`src/rtl/boot_pkg.sv`:
```
// Shared definitions for the UART boot-load sequencer: FSM state encoding,
// the boot magic value and the header field layout.
package boot_pkg;

  typedef enum logic [2:0] {
    ST_IDLE = 3'd0,
    ST_LOAD = 3'd1,
    ST_CHK  = 3'd2,
    ST_DONE = 3'd3,
    ST_ERR  = 3'd4
  } boot_state_t;

  localparam logic [15:0] BOOT_MAGIC = 16'hB007;

  localparam int HDR_MAGIC_MSB = 31;
  localparam int HDR_MAGIC_LSB = 16;
  localparam int HDR_COUNT_MSB = 15;
  localparam int HDR_COUNT_LSB = 0;

  function automatic logic [15:0] hdrMagic(input logic [31:0] hdrWord);
    return hdrWord[HDR_MAGIC_MSB:HDR_MAGIC_LSB];
  endfunction

  function automatic logic [15:0] hdrCount(input logic [31:0] hdrWord);
    return hdrWord[HDR_COUNT_MSB:HDR_COUNT_LSB];
  endfunction

endpackage

```
`src/rtl/boot_csum.sv`:
```
// Running 32-bit payload checksum: cleared by the header, accumulates each
// written payload word, and compares against the trailing checksum word.
// Only instantiated when BOOT_CHECKSUM_EN is defined.
module boot_csum (
  input  logic        clk_capture,
  input  logic        rst_p,
  input  logic        i_clear,
  input  logic        i_acc,
  input  logic [31:0] i_data,
  input  logic [31:0] i_cmp_data,
  output logic        o_match
);

  logic [31:0] r_sum;

  // Sum register: clear has priority so a new header always starts from zero
  always_ff @(posedge clk_capture or posedge rst_p) begin
    if (rst_p) begin
      r_sum <= 32'd0;
    end else if (i_clear) begin
      r_sum <= 32'd0;
    end else if (i_acc) begin
      r_sum <= r_sum + i_data;
    end
  end

  assign o_match = (r_sum == i_cmp_data);

endmodule

```
`src/rtl/uart_boot_ctrl.sv`:
```
// Boot-load sequencer: parses a header word from the UART word receiver,
// writes the payload to consecutive instruction-memory words starting at
// address 0, and holds the CPU in reset until the load finishes.
// Optional feature macro: BOOT_CHECKSUM_EN adds a trailing checksum word
// that must equal the 32-bit sum of the payload.
module uart_boot_ctrl #(
  parameter int          ADDR_W     = 16,
  parameter int          MAX_WORDS  = 4096,
  parameter logic [15:0] BOOT_MAGIC = boot_pkg::BOOT_MAGIC
) (
  input  logic              clk_capture,
  input  logic              rst_p,
  input  logic              word_valid,
  input  logic [31:0]       word_data,
  output logic              imem_we,
  output logic [ADDR_W-1:0] imem_addr,
  output logic [31:0]       imem_wdata,
  output logic              cpu_hold,
  output logic              load_done,
  output logic              load_err,
  output logic [15:0]       words_loaded
);

  import boot_pkg::*;

`ifdef BOOT_CHECKSUM_EN
  localparam boot_state_t POST_LOAD_STATE = ST_CHK;
`else
  localparam boot_state_t POST_LOAD_STATE = ST_DONE;
`endif

  boot_state_t       r_state;
  boot_state_t       w_next_state;
  logic              w_write;
  logic              w_latch_count;
  logic [15:0]       w_hdr_magic;
  logic [15:0]       w_hdr_count;
  logic [15:0]       r_remaining;
  logic [ADDR_W-1:0] r_wptr;
  logic              r_imem_we;
  logic [ADDR_W-1:0] r_imem_addr;
  logic [31:0]       r_imem_wdata;
  logic              r_cpu_hold;
  logic              r_load_done;
  logic              r_load_err;
  logic [15:0]       r_words_loaded;

  assign w_hdr_magic = hdrMagic(word_data);
  assign w_hdr_count = hdrCount(word_data);

`ifdef BOOT_CHECKSUM_EN
  logic w_csum_clear;
  logic w_csum_acc;
  logic w_csum_match;

  boot_csum u_csum (
    .clk_capture (clk_capture),
    .rst_p       (rst_p),
    .i_clear     (w_csum_clear),
    .i_acc       (w_csum_acc),
    .i_data      (word_data),
    .i_cmp_data  (word_data),
    .o_match     (w_csum_match)
  );
`endif

  // State register
  always_ff @(posedge clk_capture or posedge rst_p) begin
    if (rst_p) begin
      r_state <= ST_IDLE;
    end else begin
      r_state <= w_next_state;
    end
  end

  // Next-state decode: header parsing, payload counting and checksum verdict
  always_comb begin
    w_next_state  = r_state;
    w_write       = 1'b0;
    w_latch_count = 1'b0;
`ifdef BOOT_CHECKSUM_EN
    w_csum_clear  = 1'b0;
    w_csum_acc    = 1'b0;
`endif
    case (r_state)
      ST_IDLE: begin
        if (word_valid) begin
`ifdef BOOT_CHECKSUM_EN
          w_csum_clear = 1'b1;
`endif
          if (w_hdr_magic != BOOT_MAGIC) begin
            w_next_state = ST_ERR;
          end else if (int'(w_hdr_count) > MAX_WORDS) begin
            w_next_state = ST_ERR;
          end else if (w_hdr_count == 16'd0) begin
            w_next_state = POST_LOAD_STATE;
          end else begin
            w_next_state  = ST_LOAD;
            w_latch_count = 1'b1;
          end
        end
      end
      ST_LOAD: begin
        if (word_valid) begin
          w_write = 1'b1;
`ifdef BOOT_CHECKSUM_EN
          w_csum_acc = 1'b1;
`endif
          if (r_remaining == 16'd1) begin
            w_next_state = POST_LOAD_STATE;
          end
        end
      end
`ifdef BOOT_CHECKSUM_EN
      ST_CHK: begin
        if (word_valid) begin
          w_next_state = w_csum_match ? ST_DONE : ST_ERR;
        end
      end
`endif
      ST_DONE: w_next_state = ST_DONE;
      ST_ERR:  w_next_state = ST_ERR;
      default: w_next_state = ST_ERR;
    endcase
  end

  // Write port, counters and status flags, all registered off the decode
  always_ff @(posedge clk_capture or posedge rst_p) begin
    if (rst_p) begin
      r_imem_we      <= 1'b0;
      r_imem_addr    <= '0;
      r_imem_wdata   <= 32'd0;
      r_wptr         <= '0;
      r_remaining    <= 16'd0;
      r_words_loaded <= 16'd0;
      r_cpu_hold     <= 1'b1;
      r_load_done    <= 1'b0;
      r_load_err     <= 1'b0;
    end else begin
      r_imem_we   <= w_write;
      r_cpu_hold  <= (w_next_state != ST_DONE);
      r_load_done <= (w_next_state == ST_DONE);
      r_load_err  <= (w_next_state == ST_ERR);
      if (w_latch_count) begin
        r_remaining <= w_hdr_count;
      end
      if (w_write) begin
        r_imem_addr    <= r_wptr;
        r_imem_wdata   <= word_data;
        r_wptr         <= r_wptr + ADDR_W'(4);
        r_remaining    <= r_remaining - 16'd1;
        r_words_loaded <= r_words_loaded + 16'd1;
      end
    end
  end

  assign imem_we      = r_imem_we;
  assign imem_addr    = r_imem_addr;
  assign imem_wdata   = r_imem_wdata;
  assign cpu_hold     = r_cpu_hold;
  assign load_done    = r_load_done;
  assign load_err     = r_load_err;
  assign words_loaded = r_words_loaded;

endmodule

```
`config.mk`:
```
export PLATFORM = sky130hd
export DESIGN_NAME = uart_boot_ctrl
export DESIGN_NICKNAME = d
export VERILOG_FILES = /design/src/rtl/boot_pkg.sv /design/src/rtl/boot_csum.sv /design/src/rtl/uart_boot_ctrl.sv
export SDC_FILE = /design/constraint.sdc
export NUM_CORES = 1
export LEC_CHECK = 0
export CAP_MARGIN = 20
export CORE_ASPECT_RATIO = 1.75
export CORE_MARGIN = 2
export CORE_UTILIZATION = 40
export DETAILED_ROUTE_END_ITERATION = 8
export GPL_TIMING_DRIVEN = 0
export HOLD_SLACK_MARGIN = 0.15
export PLACE_DENSITY = 0.71
export SETUP_SLACK_MARGIN = 0.4
export SLEW_MARGIN = 20
export SYNTH_ARGS = -nofsm -noshare
export SYNTH_HDL_FRONTEND = slang
export SYNTH_SLANG_ARGS = --single-unit
```
`constraint.sdc`:
```
create_clock -name clk_capture -period 7.34 [get_ports clk_capture]
set_input_delay 2.202 -clock clk_capture [delete_from_list [all_inputs] [get_ports clk_capture]]
set_output_delay 2.202 -clock clk_capture [all_outputs]
set_load 0.005 [all_outputs]
```
==> results.toml, run 1 <==
[power]
vdd_ir_drop_max_v = 0.000120
leakage_nw = 2.85
power_density_nw_per_um2 = 188

[cts]
clkTransAtPathRegs_ns = 0.06
cts_max_path_buffers = 2
post-cts-setup-buffers = 0
tritoncts_clock_tree = "yes"
cts-hold-fix-buffers = 0
number_of_clock_buffers_inserted_by_tritoncts = 9
clock_latency_ns = 0.34
cts-htree-levels = 3
tritoncts_num_sinks = 99
cts_root_buffer = "sky130_fd_sc_hd__clkbuf_16"
cts_repair_resize_count = 0

[timing]
number_of_hold_slack_violations_in_the_final_timing_report = 0
final_max_slew_viol_count = 0
fin_hold_ws_ns = 0.475
rsz0062_at_grt = "no"
setup_violations = 0
min_period_ns = 3.96
timing.clock.skew_ns = 0.00708
relSlewSlack = 0.536
fmax_mhz = 253
post-route-period-util = 0.539
slew_at_the_pin_with_the_worst_max_slew_slack_ns = 0.691
fin_setup_tns_ns = 0

[place]
number_of_cells_in_the_design_after_placement = 690
place_congestion = 0.893
place_area_um2 = 5650
post-dp-hpwl_um = 8190
io_buffers = 100

[finish]
fin_nets = 608
layout-drive-gt1-share = 0.0820
final_design_area_no_fill_um2 = 5970
antenna_diode_count = 0
top_library_cells_by_usage_in_the_layout_fill_and_taps_aside = "sky130_fd_sc_hd__nand2_1 (161), sky130_fd_sc_hd__clkdlybuf4s50_1 (100), sky130_fd_sc_hd__dfrtp_1 (98)"
most_common_cell_after_layout_fill_and_taps_aside = "sky130_fd_sc_hd__nand2_1"
finalNonFillerCells = 705
area.growth.synth_to_final_pct = 34.1

[grt]
number_of_global_route_vias_before_repair = 3806
grt_first_pass_wirelength_um = 18300
number_of_antenna_violations_at_the_first_check_in_global_routing = 0
global_route.usage.total = 0.189
grt_start_max_net_pins = 52
global_route.overflow_total = 0

[yosys]
synth-seq-cells = 99
post_synth_edffs = 0
ys.flop_type = "sky130_fd_sc_hd__dfrtp_1"
asyncSetResetFlopFracSynth = 1.00
synthesis.yosys.warnings = 0
synth.cell_area_um2 = 4450
synthesis.instances = 456
portion_of_the_post_synthesis_area_used_by_sequential_elements = 0.557
synth.lib_cells_used.distinct = 60
post_synth.cell_area_avg_um2 = 9.76
synthDominantCellAreaShare = 0.551
synth.largest_area_cell = "sky130_fd_sc_hd__dfrtp_1"
synth_area_leaders = "sky130_fd_sc_hd__dfrtp_1 (55%), sky130_fd_sc_hd__nand2_1 (14%), sky130_fd_sc_hd__xnor2_1 (5.1%)"

[drt]
avgViaCountPerCell = 5.21
routedWlPerCell_um = 15.7
drtIter0Drc = 162
postRouteWirelength_um = 11000
route.antenna.remaining_nets = 0
dr_total_vias = 3674
drt_pass1_iterations = 4
drc = 0

[setup_path]
critical-path-slowest-cell = "sky130_fd_sc_hd__clkdlybuf4s50_1"
start_kind = "input pin"
r2r-start = "r_remaining[4]"
worstSetupPathType = "input pin to flip-flop"
series_of_cell_instances_along_the_critical_path = "clkdlybuf4s50_1 -> nor4_2 -> a31o_2 -> nand4_1 -> a21oi_2 -> mux2i_1"
cpPeakStageDelay_ns = 0.48
timing.critical_path.max_delay_family = "compound AO/OA/AOI/OAI gates"
path_max_fanout = 9
critPathRequiredTime_ns = 7.60
timing.critical_path.to_type = "flip-flop"
worst_setup_path_startpoint = "word_data[8]"
path_buf_inv = 1
crit_path_dat_ns = 4.22

[worst_hold_path]
hold_path_class = "flip-flop to flip-flop"
hold_path_startpoint = "words_loaded[15]"

[floorplanning]
floorplan.io_pins = 103
core-area_um2 = 11000
die_area_um2 = 12000
floorplan.die.width_um = 83.7
fp-row-count = 51
starting_utilization_of_the_core_area = 0.405
die_height_um = 144

[status]
status = "complete, no violations"

[job]
maxCapViolCount = 0
cell type report:
class | count | area, um^2
clock buffers | 9 | 225
clock inverters | 6 | 88.8
fillers | 990 | 5010
flip-flops and latches | 99 | 2480
well taps | 132 | 165
inverters | 7 | 31.3
multi-input cells | 333 | 1860
plain buffers | 18 | 92.6
repair buffers | 101 | 1030
path summary, 6_finish.rpt:
check | endpoint | slack (ns) | cells after the start
hold reg to reg | words_loaded[15] | 0.47 | 1
min in group asynchronous | words_loaded[0] | 2.27 | 2
hold / removal | words_loaded[15] | 0.47 | 1
setup / recovery | r_remaining[7] | 3.38 | 6
max in group asynchronous | imem_wdata[3] | 4.47 | 3
setup reg to reg | r_remaining[8] | 5.21 | 5
power by group:
| part | switching, mW | internal, mW | total (mW) |
|---|---|---|---|
| sequential | 0.00472 | 0.552 | 0.557 |
| clock | 0.202 | 0.297 | 0.499 |
| combinational | 0.0301 | 0.0339 | 0.0640 |
| total | 0.237 | 0.883 | 1.12 |
routing by layer:
layer,wire length [um],up-vias,global-route usage
met5,0,-,0
met4,299,0,0.101
met3,443,19,0.0322
met2,5950,97,0.332
met1,4350,1802,0.219
li1,-,1756,-
registers in the layout, indices dropped and copies added, names as in the netlist:
| name | cells |
|---|---|
| r_remaining | 16 |
| r_state | 3 |
| imem_wdata | 32 |
| load_err | 1 |
| words_loaded | 16 |
| imem_addr | 14 |
| imem_we | 1 |
| cpu_hold | 1 |
| load_done | 1 |
| r_wptr | 14 |
synthesized netlist by cell type, types with 5 or more instances:
library cell and count:
sky130_fd_sc_hd__nand2_1 161, sky130_fd_sc_hd__dfrtp_1 98, sky130_fd_sc_hd__xnor2_1 26, sky130_fd_sc_hd__nor2_1 22
sky130_fd_sc_hd__nand3_1 14, sky130_fd_sc_hd__nand4_1 12, sky130_fd_sc_hd__and3_1 10, sky130_fd_sc_hd__a21oi_1 8
sky130_fd_sc_hd__buf_1 7, sky130_fd_sc_hd__o21ai_0 7, sky130_fd_sc_hd__inv_1 6, sky130_fd_sc_hd__nor3_1 5
logic make-up after synthesis:
kind of cell / count (synthesis) / synth area share
muxes: 1 / 0.00225
AOI/OAI and AO/OA: 42 / 0.0681
other: 1 / 0.000843
DFF: 99 / 0.557
buffers and inverters: 25 / 0.0267
adders and majority gates: 4 / 0.0112
xor gates and xnor gates: 29 / 0.0571
and+or+nand+nor: 255 / 0.277
stage by stage:
step | power, mW | utilization | worst slack, ns
5_1_grt | 1.16 | 0.544 | 3.26
3_5_place_dp | 0.632 | 0.515 | 3.03
6_report | 1.12 | 0.544 | 3.38
3_3_place_gp | 0.628 | 0.512 | 1.12
4_1_cts | 1.13 | 0.544 | 3.39
2_1_floorplan | 0.587 | - | 2.55
(Power assumes the default switching activity.)
==> run 2: changes to the inputs <==
==> constraint.sdc (replaced) <==
create_clock -name clk_capture -period 3.9 [get_ports clk_capture]
set_input_delay 1.17 -clock clk_capture [delete_from_list [all_inputs] [get_ports clk_capture]]
set_output_delay 1.17 -clock clk_capture [all_outputs]
set_load 0.005 [all_outputs]
==> run 2 against run 1 <==
  * Cell count grew 0.28%
  * Wire length shrank 0.76%
  * Highest routed layer unchanged
  * Via count shrank 0.49%
  * Die area is the same
  * Sequential share of layout area shrank 0.17 points
  * First-iteration DRC count grew 3.1%
==> results.toml, run 2 (same netlist as run 1, synthesis figures left out) <==
[status]
status = "complete, no violations"

[floorplanning]
core-area_um2 = 11000
starting_utilization_of_the_core_area = 0.405
die_area_um2 = 12000
floorplan.io_pins = 103
die_height_um = 144
fp-row-count = 51
floorplan.die.width_um = 83.7

[finish]
top_library_cells_by_usage_in_the_layout_fill_and_taps_aside = "sky130_fd_sc_hd__nand2_1 (161), sky130_fd_sc_hd__clkdlybuf4s50_1 (100), sky130_fd_sc_hd__dfrtp_1 (98)"
layout-drive-gt1-share = 0.0835
antenna_diode_count = 0
most_common_cell_after_layout_fill_and_taps_aside = "sky130_fd_sc_hd__nand2_1"
flip_flop_count_of_the_largest_register_all_copies_and_words_added = 32
area.growth.synth_to_final_pct = 34.6
final_design_area_no_fill_um2 = 5990
fin_nets = 610
fillCellCount = 1012

[grt]
number_of_global_route_vias_before_repair = 3733
number_of_antenna_violations_at_the_first_check_in_global_routing = 0
global_route.overflow_total = 0
grt_start_max_net_pins = 37
global_route.usage.total = 0.194
grt_first_pass_wirelength_um = 18400

[cts]
cts_root_buffer = "sky130_fd_sc_hd__clkbuf_16"
cts-htree-levels = 3
number_of_clock_buffers_inserted_by_tritoncts = 9
post-cts-setup-buffers = 0
tritoncts_clock_tree = "yes"
clock_latency_ns = 0.34
cts_max_path_buffers = 2
tritoncts_num_sinks = 99
cts-hold-fix-buffers = 0
clkTransAtPathRegs_ns = 0.06
cts_repair_resize_count = 0

[power]
vdd_ir_drop_max_v = 0.000213
combPwrFrac = 0.059
netSwitchingFraction = 0.208
power_density_nw_per_um2 = 351
power_report.internal_total_mw = 1.66
power.share.sequential = 0.499
leakage_nw = 2.87
netSwitchingPower_mw = 0.437
clkPwrFrac = 0.443

[drt]
routed-wl-met2_um = 6070
routed.top_layer = "met4"
routedWlPerCell_um = 15.5
route.antenna.remaining_nets = 0
dr_total_vias = 3656
met3_wirelength_um = 406
drtIter0Drc = 167
postRouteWirelength_um = 11000
avgViaCountPerCell = 5.17
wirelength_met1_um = 4200
drc = 0
drt_pass1_iterations = 4

[setup_path]
start_kind = "input pin"
path_max_fanout = 9
setup.reg_to_reg.worst_slack_ns = 1.83
critPathRequiredTime_ns = 4.10
worstSetupPathType = "input pin to flip-flop"
timing.critical_path.to_type = "flip-flop"
crit_path_dat_ns = 3.09

[place]
place_area_um2 = 5680
io_buffers = 100
post-dp-hpwl_um = 8220
place_congestion = 0.836

[timing]
slew_at_the_pin_with_the_worst_max_slew_slack_ns = 0.602
number_of_hold_slack_violations_in_the_final_timing_report = 0
timing.clock.skew_ns = 0.00427
final_max_slew_viol_count = 0
min_period_ns = 2.89
rsz0062_at_grt = "no"
fmax_mhz = 346
fin_setup_tns_ns = 0
setup_violations = 0
relSlewSlack = 0.595
post-route-period-util = 0.741

[worst_hold_path]
hold_path_class = "flip-flop to flip-flop"

[job]
maxCapViolCount = 0
run 2: power by group through the flow:
stage          Sequential [mW]  Combinational, mW  Clock (mW)
4_1_cts                   1.05              0.126       0.959
3_3_place_gp              1.07              0.116           0
6_report                  1.05              0.123       0.930
3_5_place_dp              1.07              0.125           0
5_1_grt                   1.05              0.137       0.992
2_1_floorplan             1.07             0.0389           0
run 2: worst max-delay path, stage by stage:
cell	delay [ns]
sky130_fd_sc_hd__clkdlybuf4s50_1	0.49
sky130_fd_sc_hd__nor4_2	0.43
sky130_fd_sc_hd__a31o_2	0.26
sky130_fd_sc_hd__nand4_1	0.14
sky130_fd_sc_hd__a21oi_2	0.43
sky130_fd_sc_hd__o21ai_0	0.17
run 2: area by class of cell:
type / instances / area (um^2) / share of cell area
inverter: 7 / 30.0 / 0.00501
buffer: 18 / 92.6 / 0.0155
tap: 132 / 165 / 0.0276
timing repair buffer: 103 / 1060 / 0.177
clock inverter: 5 / 78.8 / 0.0132
multi-input combinational: 333 / 1860 / 0.310
clock buffer: 10 / 229 / 0.0382
sequential: 99 / 2480 / 0.414
run 2: layer usage:
metal | track usage | vias to the layer above
li1 | - | 1761
met1 | 0.218 | 1777
met2 | 0.351 | 96
met3 | 0.0408 | 22
met4 | 0.0883 | 0
met5 | 0 | -
run 2: final timing paths:
check / start / to / depth (start not counted)
max: word_data[9] / r_remaining[9] / 6
min: r_wptr[15] / r_wptr[15] / 1
max reg2reg: r_remaining[4] / r_remaining[8] / 5
min reg2reg: r_wptr[15] / r_wptr[15] / 1
max in group asynchronous: rst_p / imem_wdata[19] / 4
min in group asynchronous: rst_p / words_loaded[10] / 2
run 2: through the flow:
step	hold slack (ns)	worst slack, ns	instances	utilization	power [mW]
after floorplan	0.441	1.35	457	-	1.11
after global placement	0.459	0.539	689	0.512	1.18
after detailed placement	0.457	0.664	692	0.518	1.19
after CTS	0.471	1.02	707	0.546	2.13
after global routing	0.490	0.844	707	0.546	2.18
final	0.468	1.01	707	0.546	2.10
==> run 3: changes to the inputs <==
--- a/config.mk
+++ b/config.mk
@@ -12,7 +12,7 @@
 export DETAILED_ROUTE_END_ITERATION = 8
 export GPL_TIMING_DRIVEN = 0
 export HOLD_SLACK_MARGIN = 0.15
-export PLACE_DENSITY = 0.71
+export PLACE_DENSITY = 0.74
 export SETUP_SLACK_MARGIN = 0.4
 export SLEW_MARGIN = 20
 export SYNTH_ARGS = -nofsm -noshare
==> constraint.sdc (replaced) <==
create_clock -name clk_capture -period 2.4 [get_ports clk_capture]
set_input_delay 0.72 -clock clk_capture [delete_from_list [all_inputs] [get_ports clk_capture]]
set_output_delay 0.72 -clock clk_capture [all_outputs]
set_load 0.005 [all_outputs]
==> run 3 against run 2 <==
  * Power is 58% higher
  * Clock-buffer cell count down 1
  * Sequential power increased by 62%
  * Worst setup slack lost 0.60 ns
  * Die area unchanged
  * Design area is 4.5% higher
  * Worst hold slack better by 0.0059 ns
  * Clock skew is 0.0013 ns higher
  * Critical path depth increased by 3
  * Wire length grew 4.6%
  * Register-to-register slack worse by 1.3 ns
==> results.toml, run 3 (same netlist as run 1, synthesis figures left out) <==
[status]
status = "complete, no violations"

[cts]
cts-htree-levels = 3
cts_max_path_buffers = 2
clock_latency_ns = 0.34
number_of_clock_buffers_inserted_by_tritoncts = 9
tritoncts_num_sinks = 99
cts-hold-fix-buffers = 0
clkTransAtPathRegs_ns = 0.07
tritoncts_clock_tree = "yes"
cts_root_buffer = "sky130_fd_sc_hd__clkbuf_16"

[finish]
antenna_diode_count = 0
most_common_cell_after_layout_fill_and_taps_aside = "sky130_fd_sc_hd__nand2_1"
fin_nets = 637
area.growth.synth_to_final_pct = 40.7
flip_flop_count_of_the_largest_register_all_copies_and_words_added = 32
layout-drive-gt1-share = 0.186
ff_latch_area_um2 = 2480
final_core_util = 0.570
top_library_cells_by_usage_in_the_layout_fill_and_taps_aside = "sky130_fd_sc_hd__nand2_1 (161), sky130_fd_sc_hd__dfrtp_1 (97), sky130_fd_sc_hd__clkdlybuf4s50_1 (64)"
fillCellCount = 960
multi_input_area_um2 = 1970

[timing]
slew_at_the_pin_with_the_worst_max_slew_slack_ns = 0.521
final_max_slew_viol_count = 0
setup_violations = 0
fin_setup_tns_ns = 0
number_of_hold_slack_violations_in_the_final_timing_report = 0
post-route-worst-setup-slack_ns = 0.411
rsz0062_at_grt = "yes"
fmax_mhz = 503
relSlewSlack = 0.649
timing.clock.skew_ns = 0.00556
post-route-period-util = 0.829
min_period_ns = 1.99

[setup_path]
worst_r2r_path_depth = 7
critical-path-slowest-cell = "sky130_fd_sc_hd__dlygate4sd2_1"
r2r-start = "r_state[2]"
worstSetupPathType = "input pin to flip-flop"
path_max_fanout = 6
regToRegEndpoint = "r_remaining[15]"
critPathRequiredTime_ns = 2.62
timing.critical_path.max_delay_family = "buffers and inverters"
timing.critical_path.to_type = "flip-flop"
crit_path_dat_ns = 2.21
series_of_cell_instances_along_the_critical_path = "dlygate4sd2_1 -> and4bb_2 -> and4_4 -> and3_4 -> buf_6 -> buf_4 -> buf_4 -> a21oi_1 -> o21ai_1"
crit_path_frequent_cell = "sky130_fd_sc_hd__buf_4"
start_kind = "input pin"
setup.reg_to_reg.worst_slack_ns = 0.53
path_buf_inv = 4
cpPeakStageDelay_ns = 0.25

[floorplanning]
starting_utilization_of_the_core_area = 0.405
floorplan.io_pins = 103
die_area_um2 = 12000
fp-row-count = 51
die_height_um = 144
core-area_um2 = 11000
floorplan.die.width_um = 83.7

[worst_hold_path]
holdPathStages = 2
hold_path_startpoint = "imem_addr[7]"
hold_worst_path_end = "imem_addr[7]"
hold_path_class = "flip-flop to flip-flop"

[drt]
routed-wl-met2_um = 6260
postRouteWirelength_um = 11500
routedWlPerCell_um = 15.6
dr_total_vias = 3834
drt_pass1_iterations = 5
routed.top_layer = "met4"
met3_wirelength_um = 508
drtIter0Drc = 124
avgViaCountPerCell = 5.22
drc = 0
route.antenna.remaining_nets = 0
wirelength_met1_um = 4340

[place]
place_congestion = 0.836
pre_cts_ws_ns = -0.397
post-dp-hpwl_um = 8380
io_buffers = 100

[job]
maxCapViolCount = 0

[grt]
grt_start_max_net_pins = 34
global_route.overflow_total = 0
number_of_global_route_vias_before_repair = 3773
global_route.usage.total = 0.193
number_of_antenna_violations_at_the_first_check_in_global_routing = 0
grt_first_pass_wirelength_um = 18400

[power]
vdd_ir_drop_max_v = 0.000340
leakage_nw = 3.10
power_density_nw_per_um2 = 531
==> run 3: worst min-delay path: stages (launching register included) <==
cell                      delay, ns
sky130_fd_sc_hd__dfrtp_1       0.34
sky130_fd_sc_hd__nand2_1       0.05
sky130_fd_sc_hd__nand2_1       0.05
==> run 3: repair_timing <==
action,4_1_cts,5_1_grt
resized for setup,77,45
cloned,0,1
pin swaps,20,16
endpoints found under the setup margin,101,37
buffers inserted,21,5
==> run 3: worst max-delay path by stage <==
stage | endpoint | depth (start not counted) | start | slack [ns]
CTS | r_remaining[0] | 7 | word_data[6] | 0.40
floorplan | r_remaining[0] | 6 | word_data[13] | 0.30
finish | r_remaining[10] | 9 | word_data[17] | 0.41
global route | r_remaining[12] | 7 | r_remaining[0] | 0.35
global placement | imem_wdata[23] | 2 | rst_p | -0.52
detailed placement | r_remaining[11] | 6 | word_data[9] | -0.40
==> run 3: routing by layer <==
metal  GRT usage  up-vias
li1            -     1826
met1       0.211     1867
met2       0.356      116
met3      0.0362       25
met4      0.0908        0
met5           0        -
==> run 3: final cells by class <==
type / instances / area share
clock buffer: 9 / 0.0360
timing repair buffer: 130 / 0.195
clock inverter: 7 / 0.0110
tap: 132 / 0.0264
sequential: 99 / 0.396
multi-input combinational: 333 / 0.314
inverter: 7 / 0.00480
buffer: 18 / 0.0166
==> run 3: power by group <==
group	internal (mW)	switching, mW
combinational	0.0943	0.103
clock	0.804	0.621
sequential	1.69	0.0140
total	2.59	0.737
==> run 3: per-stage QoR <==
| step | power (mW) | cell area [um^2] | std cells | hold WS (ns) |
|---|---|---|---|---|
| after global routing | 3.45 | 6260 | 735 | 0.497 |
| after global placement | 1.92 | 5620 | 689 | 0.459 |
| after floorplan | 1.80 | 4460 | 457 | 0.441 |
| after CTS | 3.36 | 6220 | 729 | 0.479 |
| final | 3.32 | 6260 | 735 | 0.474 |
| after detailed placement | 1.94 | 5690 | 692 | 0.462 |
